`src/rtl/sudoku_status_hud.sv`:
```
// Solver status HUD: lifecycle FSM, step counter, failure blink,
// debounced cursor snapshot and occupancy-mask view selection.
module sudoku_status_hud #(
  parameter int ORDER     = 3,
  parameter int BLINK_DIV = 25_000_000,
  parameter int STEP_W    = 32,
  localparam int LEN      = ORDER * ORDER,
  localparam int CW       = $clog2(LEN)
) (
  input  logic              clock,
  input  logic              reset,
  input  logic              start,
  input  logic              done_success,
  input  logic              done_failure,
  input  logic [CW-1:0]     cursor_row,
  input  logic [CW-1:0]     cursor_col,
  input  logic              key_sample,
  input  logic              key_view,
  input  logic [LEN-1:0]    occ_row,
  input  logic [LEN-1:0]    occ_col,
  input  logic [LEN-1:0]    occ_blk,
  output logic [LEN-1:0]    leds,
  output logic [6:0]        hex_status,
  output logic [6:0]        hex_row,
  output logic [6:0]        hex_col,
  output logic [1:0]        view_mode,
  output logic [STEP_W-1:0] step_count
);

  localparam int BW = (BLINK_DIV > 2) ? $clog2(BLINK_DIV) : 1;
  localparam logic [BW-1:0] BLINK_MAX = BW'(BLINK_DIV - 1);

  localparam logic [6:0] SEG_BLANK = 7'b1111111;
  localparam logic [6:0] SEG_DASH  = 7'b0111111;
  localparam logic [6:0] SEG_S     = 7'b0010010;
  localparam logic [6:0] SEG_F     = 7'b0001110;

  typedef enum logic [1:0] {
    IDLE,
    RUN,
    SUCCESS,
    FAILURE
  } state_e;

  state_e state_q, state_d;

  logic [STEP_W-1:0] step_q, step_d;
  logic [BW-1:0]     blink_cnt_q, blink_cnt_d;
  logic              blink_vis_q, blink_vis_d;

  logic [1:0] s1_q, s1_d;
  logic [1:0] s2_q, s2_d;
  logic [1:0] p_q, p_d;
  logic [1:0] key_edge;

  logic [6:0]     hex_row_q, hex_row_d;
  logic [6:0]     hex_col_q, hex_col_d;
  logic [1:0]     view_q, view_d;
  logic [LEN-1:0] leds_q, leds_d;

  function automatic logic [6:0] glyph(input logic [CW-1:0] c);
    logic [3:0] v;
    v = 4'(c);
    if (32'(c) >= 32'(LEN)) begin
      glyph = SEG_BLANK;
    end else begin
      unique case (v)
        4'h0: glyph = 7'b1000000;
        4'h1: glyph = 7'b1111001;
        4'h2: glyph = 7'b0100100;
        4'h3: glyph = 7'b0110000;
        4'h4: glyph = 7'b0011001;
        4'h5: glyph = 7'b0010010;
        4'h6: glyph = 7'b0000010;
        4'h7: glyph = 7'b1111000;
        4'h8: glyph = 7'b0000000;
        4'h9: glyph = 7'b0010000;
        4'ha: glyph = 7'b0001000;
        4'hb: glyph = 7'b0000011;
        4'hc: glyph = 7'b1000110;
        4'hd: glyph = 7'b0100001;
        4'he: glyph = 7'b0000110;
        default: glyph = 7'b0001110;
      endcase
    end
  endfunction

  always_comb begin
    state_d = state_q;
    unique case (state_q)
      IDLE:    if (start) state_d = RUN;
      RUN: begin
        if (done_success)      state_d = SUCCESS;
        else if (done_failure) state_d = FAILURE;
      end
      SUCCESS: if (start) state_d = RUN;
      FAILURE: if (start) state_d = RUN;
      default: state_d = IDLE;
    endcase
  end

  always_comb begin
    step_d = step_q;
    if (state_q != RUN && state_d == RUN) begin
      step_d = '0;
    end else if (state_q == RUN && step_q != '1) begin
      step_d = step_q + STEP_W'(1);
    end
  end

  // Blink restarts visible whenever FAILURE is (re)entered.
  always_comb begin
    blink_cnt_d = blink_cnt_q;
    blink_vis_d = blink_vis_q;
    if (state_q != FAILURE) begin
      blink_cnt_d = '0;
      blink_vis_d = 1'b1;
    end else if (blink_cnt_q == BLINK_MAX) begin
      blink_cnt_d = '0;
      blink_vis_d = ~blink_vis_q;
    end else begin
      blink_cnt_d = blink_cnt_q + BW'(1);
    end
  end

  always_comb begin
    hex_status = SEG_BLANK;
    unique case (state_q)
      IDLE:    hex_status = SEG_BLANK;
      RUN:     hex_status = SEG_DASH;
      SUCCESS: hex_status = SEG_S;
      FAILURE: hex_status = blink_vis_q ? SEG_F : SEG_BLANK;
      default: hex_status = SEG_BLANK;
    endcase
  end

  // bit 0 = key_sample, bit 1 = key_view
  always_comb begin
    s1_d     = {key_view, key_sample};
    s2_d     = s1_q;
    p_d      = s2_q;
    key_edge = s2_q & ~p_q;
  end

  always_comb begin
    hex_row_d = hex_row_q;
    hex_col_d = hex_col_q;
    if (key_edge[0]) begin
      hex_row_d = glyph(cursor_row);
      hex_col_d = glyph(cursor_col);
    end
  end

  always_comb begin
    view_d = view_q;
    if (key_edge[1]) begin
      view_d = (view_q == 2'd2) ? 2'd0 : view_q + 2'd1;
    end
    unique case (view_q)
      2'd1:    leds_d = occ_col;
      2'd2:    leds_d = occ_blk;
      default: leds_d = occ_row;
    endcase
  end

  always_ff @(posedge clock) begin
    if (reset) begin
      state_q     <= IDLE;
      step_q      <= '0;
      blink_cnt_q <= '0;
      blink_vis_q <= 1'b1;
      s1_q        <= '0;
      s2_q        <= '0;
      p_q         <= '0;
      hex_row_q   <= SEG_DASH;
      hex_col_q   <= SEG_DASH;
      view_q      <= 2'd0;
      leds_q      <= '0;
    end else begin
      state_q     <= state_d;
      step_q      <= step_d;
      blink_cnt_q <= blink_cnt_d;
      blink_vis_q <= blink_vis_d;
      s1_q        <= s1_d;
      s2_q        <= s2_d;
      p_q         <= p_d;
      hex_row_q   <= hex_row_d;
      hex_col_q   <= hex_col_d;
      view_q      <= view_d;
      leds_q      <= leds_d;
    end
  end

  assign leds       = leds_q;
  assign hex_row    = hex_row_q;
  assign hex_col    = hex_col_q;
  assign view_mode  = view_q;
  assign step_count = step_q;

endmodule

```
`config.mk`:
```
export PLATFORM = sky130hd
export DESIGN_NAME = sudoku_status_hud
export DESIGN_NICKNAME = d
export VERILOG_FILES = /design/src/rtl/sudoku_status_hud.sv
export SDC_FILE = /design/constraint.sdc
export NUM_CORES = 1
export LEC_CHECK = 0
export BUFFER_PORTS_ARGS = -buffer_cell sky130_fd_sc_hd__buf_2
export CORE_ASPECT_RATIO = 1.25
export CORE_MARGIN = 3
export CORE_UTILIZATION = 40
export DETAILED_ROUTE_END_ITERATION = 6
export SETUP_SLACK_MARGIN = 0.15
export SLEW_MARGIN = 10
export SYNTH_ARGS = -nofsm -noshare
export SYNTH_HDL_FRONTEND = slang
export SYNTH_SLANG_ARGS = --single-unit
```
`constraint.sdc`:
```
create_clock -name clock -period 3 [get_ports clock]
set_input_delay 0.3 -clock clock [delete_from_list [all_inputs] [get_ports clock]]
set_output_delay 0.3 -clock clock [all_outputs]
set_load 0.02 [all_outputs]
```
Yosys cells after proc, flatten, opt, wreduce, memory -nomap -nowiden. Memory sizes are Yosys's and may differ from the RTL's. Cells that the tools add are included.

Bits in read-only memories: 224. Bits in writable memories: 0. Bits in registers: 91. Latch bits: 0. Memories: 2.

Equal/unequal tests: 10. Shift-type cells: 0. Order comparisons: 2. Multiply operators: 0. Reduce and logical (&&, ||, !) cells: 7. Mux-type cells: 10. Add/sub/neg operators: 3. Divide/modulo/power cells: 0. Bitwise gates (word level): 3.

Memory list: (name not given) (depth 16, width 7, rd ports 1, clocked after memory_dff 0, wr ports 0, RTL line 67) `unique case (v)`; (name not given) (depth 16, width 7, rd ports 1, clocked after memory_dff 0, wr ports 0, RTL line 67).

Operators by type and width (count): 32-bit by 1-bit adder with 32-bit output, second input constant (1); 32-bit inequality test, second input constant (1); 7-bit one-hot mux with 4 select lines (1); 25-bit by 1-bit adder with 25-bit output, second input constant (1); 25-bit == test, second input constant (1); 7-bit two-way mux (3); 9-bit one-hot mux with 2 select lines (1); 4-bit >= comparator, second input constant (2); 2-bit two-way mux (4); 2-bit by 1-bit == test with 1-bit output, second input constant (3); 2-bit == test, second input constant (3); 3-bit OR reduction (2); 2-bit one-hot mux with 2 select lines (1); 2-bit OR reduction (2); 2-bit by 1-bit adder with 2-bit output, second input constant (1); 2-bit AND (1); 1-bit logical AND (2); 2-bit logical NOT (1); 2-bit by 1-bit inequality test with 1-bit output, second input constant (1); 2-bit inequality test, second input constant (1); 2-bit inverter (1); 1-bit inverter (1).

Logic depth before layout (Yosys ltp).
Word-level depth: 6. Gate-level depth with buffers: 8. Depth with buffers taken out: 7.

Least setup slack after synthesis. OpenSTA, ideal clock, no wires.

Path type: flip-flop to flip-flop. From: register step_q[0] (netlist: step_count[0]). To: register step_q[28] (netlist: step_count[28]). Arrival time: 2.519 ns. Data required time: 2.930 ns. Stages on the path, launching flop included: 9. Library setup time: 0.070 ns. Slack: 0.410 ns. Cell sequence: dfxtp_1 -> ha_1 -> nand3_1 -> or4_1 -> buf_2 -> or3_1 -> buf_2 -> or4_1 -> a21oi_1.

Longest elaborated chain between the ends: 2.

RTL lines: from (decl) (RTL line 47) `logic [STEP_W-1:0] step_q, step_d;`; from (signal assigned) (RTL line 181) `step_q <= step_d;`; branches (longest 2 deep; another with 32-bit by 1-bit adder with 32-bit output).

Parallel ways; which one is timed is not known. A chain may end at the register's enable or synchronous reset.

Worst setup path after layout.
From: register step_q[0] (netlist: step_count[0]). To: register step_q[30] (netlist: step_count[30]).

Same word-level chain as after synthesis.

==> flow_metrics.env <==
export IMPL_layout_drive_gt1_share_pct=22.1
export IMPL_end_kind="flip-flop"
export IMPL_grt_pass1_wl_um=17700
export IMPL_grt_pass1_vias=3733
export IMPL_max_freq_ghz=0.373
export IMPL_io_pins=106
export IMPL_p_switching_mw=0.616
export IMPL_p_total_mw=2.74
export IMPL_ant_nets=0
export IMPL_nets=694
export IMPL_setup_violations=0
export IMPL_yosysWarningCount=0
export IMPL_rows=42
export IMPL_final_setup_tns_ns=0
export IMPL_antennaDiodeCount=0
export IMPL_hold_class="input pin to flip-flop"
export IMPL_cap_violations=0
export IMPL_crit_arrival_ns=2.94
export IMPL_p_int_mw=2.13
export IMPL_clock_sinks=91
export IMPL_ys_types=53
export IMPL_detail_route_wirelength_um=10700
export IMPL_p_sw_share_pct=22.4
export IMPL_power_density_nw_per_um2=504
export IMPL_fill_cells=1055
export IMPL_drt_iter0_markers=133
export IMPL_gr_total_overflow=0
export IMPL_synth_area_sq_um=4500
export IMPL_cts_root_buf="clkbuf_16"
export IMPL_synthTopCellsByArea="dfxtp_1 40%, nor2_1 6.4%, ha_1 5.6%, xnor2_1 3.5%, a21oi_1 3.3%"
export IMPL_async_reset_ff_share_pct=0
export IMPL_dpl_hpwl_um=7900
export IMPL_yosysTopAreaCell="dfxtp_1"
export IMPL_clock_skew_ns=0.00495
export IMPL_fin_crit_ns=2.68
export IMPL_ff2ff_path_depth=6
export IMPL_crit_type="flip-flop to flip-flop"
export IMPL_clockBufferDepth=2
export IMPL_r2r_setup_slack_ns=0.32
export IMPL_tightestPinTransition_ns=0.791
export IMPL_grt_util_all_layers_pct=17.0
export IMPL_start_util_pct=41.8
export IMPL_seqPwrFrac_pct=45.4
export IMPL_insertion_delay_ns=0.34
export IMPL_cts_tree="yes"
export IMPL_die_area_sq_um=12600
export IMPL_startpoint_type="flip-flop"
export IMPL_path_clk_slew_ns=0.07
export IMPL_relSlewSlack_pct=47.1
export IMPL_power_leakage_nw=2.09
export IMPL_status="complete, no violations"
export IMPL_maxSlewViolCount=0
export IMPL_syn_to_final_growth_pct=20.8
export IMPL_critPathMaxFanout=8
export IMPL_period_share_pct=89.3
export IMPL_die_w_um=101
export IMPL_gp_congestion=0.792
export IMPL_vias=4112
export IMPL_via_per_inst=5.35
export IMPL_cts_repair_resize_count=0
export IMPL_h_tree_depth=3
export IMPL_synth_area_per_cell_sq_um=8.34
export IMPL_synth_top_area_share_pct=40.5
export IMPL_cts_hold_buf=0
export IMPL_postCtsSetupBuffers=0
export IMPL_hold_depth=2
export IMPL_fin_ws_ns=0.321
export IMPL_rsz0062_at_grt="no"
export IMPL_required_ns=3.26
export IMPL_dp_slack_ns=0.361
export IMPL_first_pass_iters=4
export IMPL_synth_edff_count=0
export IMPL_yosys_register_bits=91
export IMPL_combPwrFrac_pct=8.0
export IMPL_ys_flop_type="dfxtp_1"
export IMPL_die_h_um=125
export IMPL_clock_power_share_pct=46.6
export IMPL_grt_max_degree=37
export IMPL_holdWs_ns=0.166
export IMPL_drc=0
export IMPL_syn_inst=540
export IMPL_ir_drop_v=0.000242
export IMPL_synth_nets=602
export IMPL_port_buffers=104
export IMPL_wl_per_cell_um=13.9
export IMPL_antenna_found_initial=0
export IMPL_core_area_sq_um=10800
export IMPL_seq_area_frac_synth_pct=40.5
export IMPL_cts_buffers_inserted=9
export IMPL_hold_viol_final=0
## worst max-delay path, cell delays in order (launching register included)
cell and delay, ns:
dfxtp_1 0.41, ha_1 0.24, nand3_1 0.15, or4_1 0.67, or3_1 0.53, or4_1 0.43, a21oi_1 0.16
## final timing paths
kind                                    start             end
worst max register to register  step_count[0]  step_count[30]
worst min-delay path             done_success      state_q[0]
worst min register to register        s1_q[1]          p_d[1]
worst max-delay path            step_count[0]  step_count[30]
## routing by layer
layer / global-route usage [%] / up-vias / wire [um]
met5: 0 / - / 0
met2: 27.0 / 89 / 5090
met1: 22.5 / 1909 / 4850
li1: - / 2105 / -
met3: 4.20 / 9 / 626
met4: 5.40 / 0 / 125
## sequential cells by signal (all words and copies together) (netlist names)
signal and flops:
s1_q 2, step_count 32, p_d 2, hex_col 7
state_q 2, p_q 2, leds 9, hex_row 7
view_mode 2, blink_vis_q 1, blink_cnt_q 25
## kinds of logic after synthesis
| kind of cell | count (synthesis) | synth area share [%] |
|---|---|---|
| mux | 4 | 0.972 |
| flops | 91 | 40.5 |
| xor+xnor | 31 | 6.03 |
| simple gates | 232 | 26.1 |
| buf+inv | 48 | 4.47 |
| other cells | 1 | 0.0833 |
| fa+ha+maj | 20 | 5.56 |
| compound gates | 113 | 16.4 |
## metrics by stage
stage               instances  cell area [sq um]  util (%)
floorplan                 540               4500         -
global placement          753               5100      47.3
detailed placement        753               5100      47.3
CTS                       769               5440      50.5
global route              769               5440      50.5
finish                    769               5440      50.5
## synth_stat cells (4+ instances only)
| library cell | instances |
|---|---|
| xor2_1 | 13 |
| ha_1 | 20 |
| or4_1 | 9 |
| nor3_1 | 9 |
| o21ai_0 | 19 |
| nor2b_1 | 9 |
| dfxtp_1 | 91 |
| nand4_1 | 15 |
| inv_1 | 21 |
| a21oi_1 | 30 |
| a21o_1 | 5 |
| a211oi_1 | 15 |
| a221oi_1 | 4 |
| nor2_1 | 77 |
| clkbuf_1 | 20 |
| nor4_1 | 7 |
| and3_1 | 10 |
| or2_2 | 6 |
| nand2_1 | 36 |
| o31ai_1 | 6 |
| o22ai_1 | 7 |
| or3_1 | 7 |
| xnor2_1 | 18 |
| a22oi_1 | 9 |
| nand2b_1 | 11 |
| nand3_1 | 24 |
## placed cells by master (no fill, tap or decap), types with 18 or more instances in the layout
cell and count:
nor2_1 77, o21ai_0 19, nand3_1 24, dfxtp_1 91
inv_1 21, nand2_1 36, xnor2_1 18, a21oi_1 30
buf_2 104, ha_1 20
## power by group through the flow
stage	Combinational, mW	Sequential (mW)	Clock, mW
global placement	0.216	1.27	0
floorplan	0.120	1.29	0
detailed placement	0.220	1.27	0
CTS	0.221	1.24	1.32
global route	0.245	1.25	1.36
finish	0.219	1.24	1.28
## area by class of cell
type                            instances  area, sq um  area share [%]
Timing Repair Buffer                  108          551            10.1
Sequential cell                        91         1820            33.5
Clock buffer                            9          225            4.14
Multi-Input combinational cell        401         2480            45.6
Clock inverter                          7          116            2.14
Tap cell                              132          165            3.04
Inverter                               21         78.8            1.45
Power figures use the tool's default switching activity.
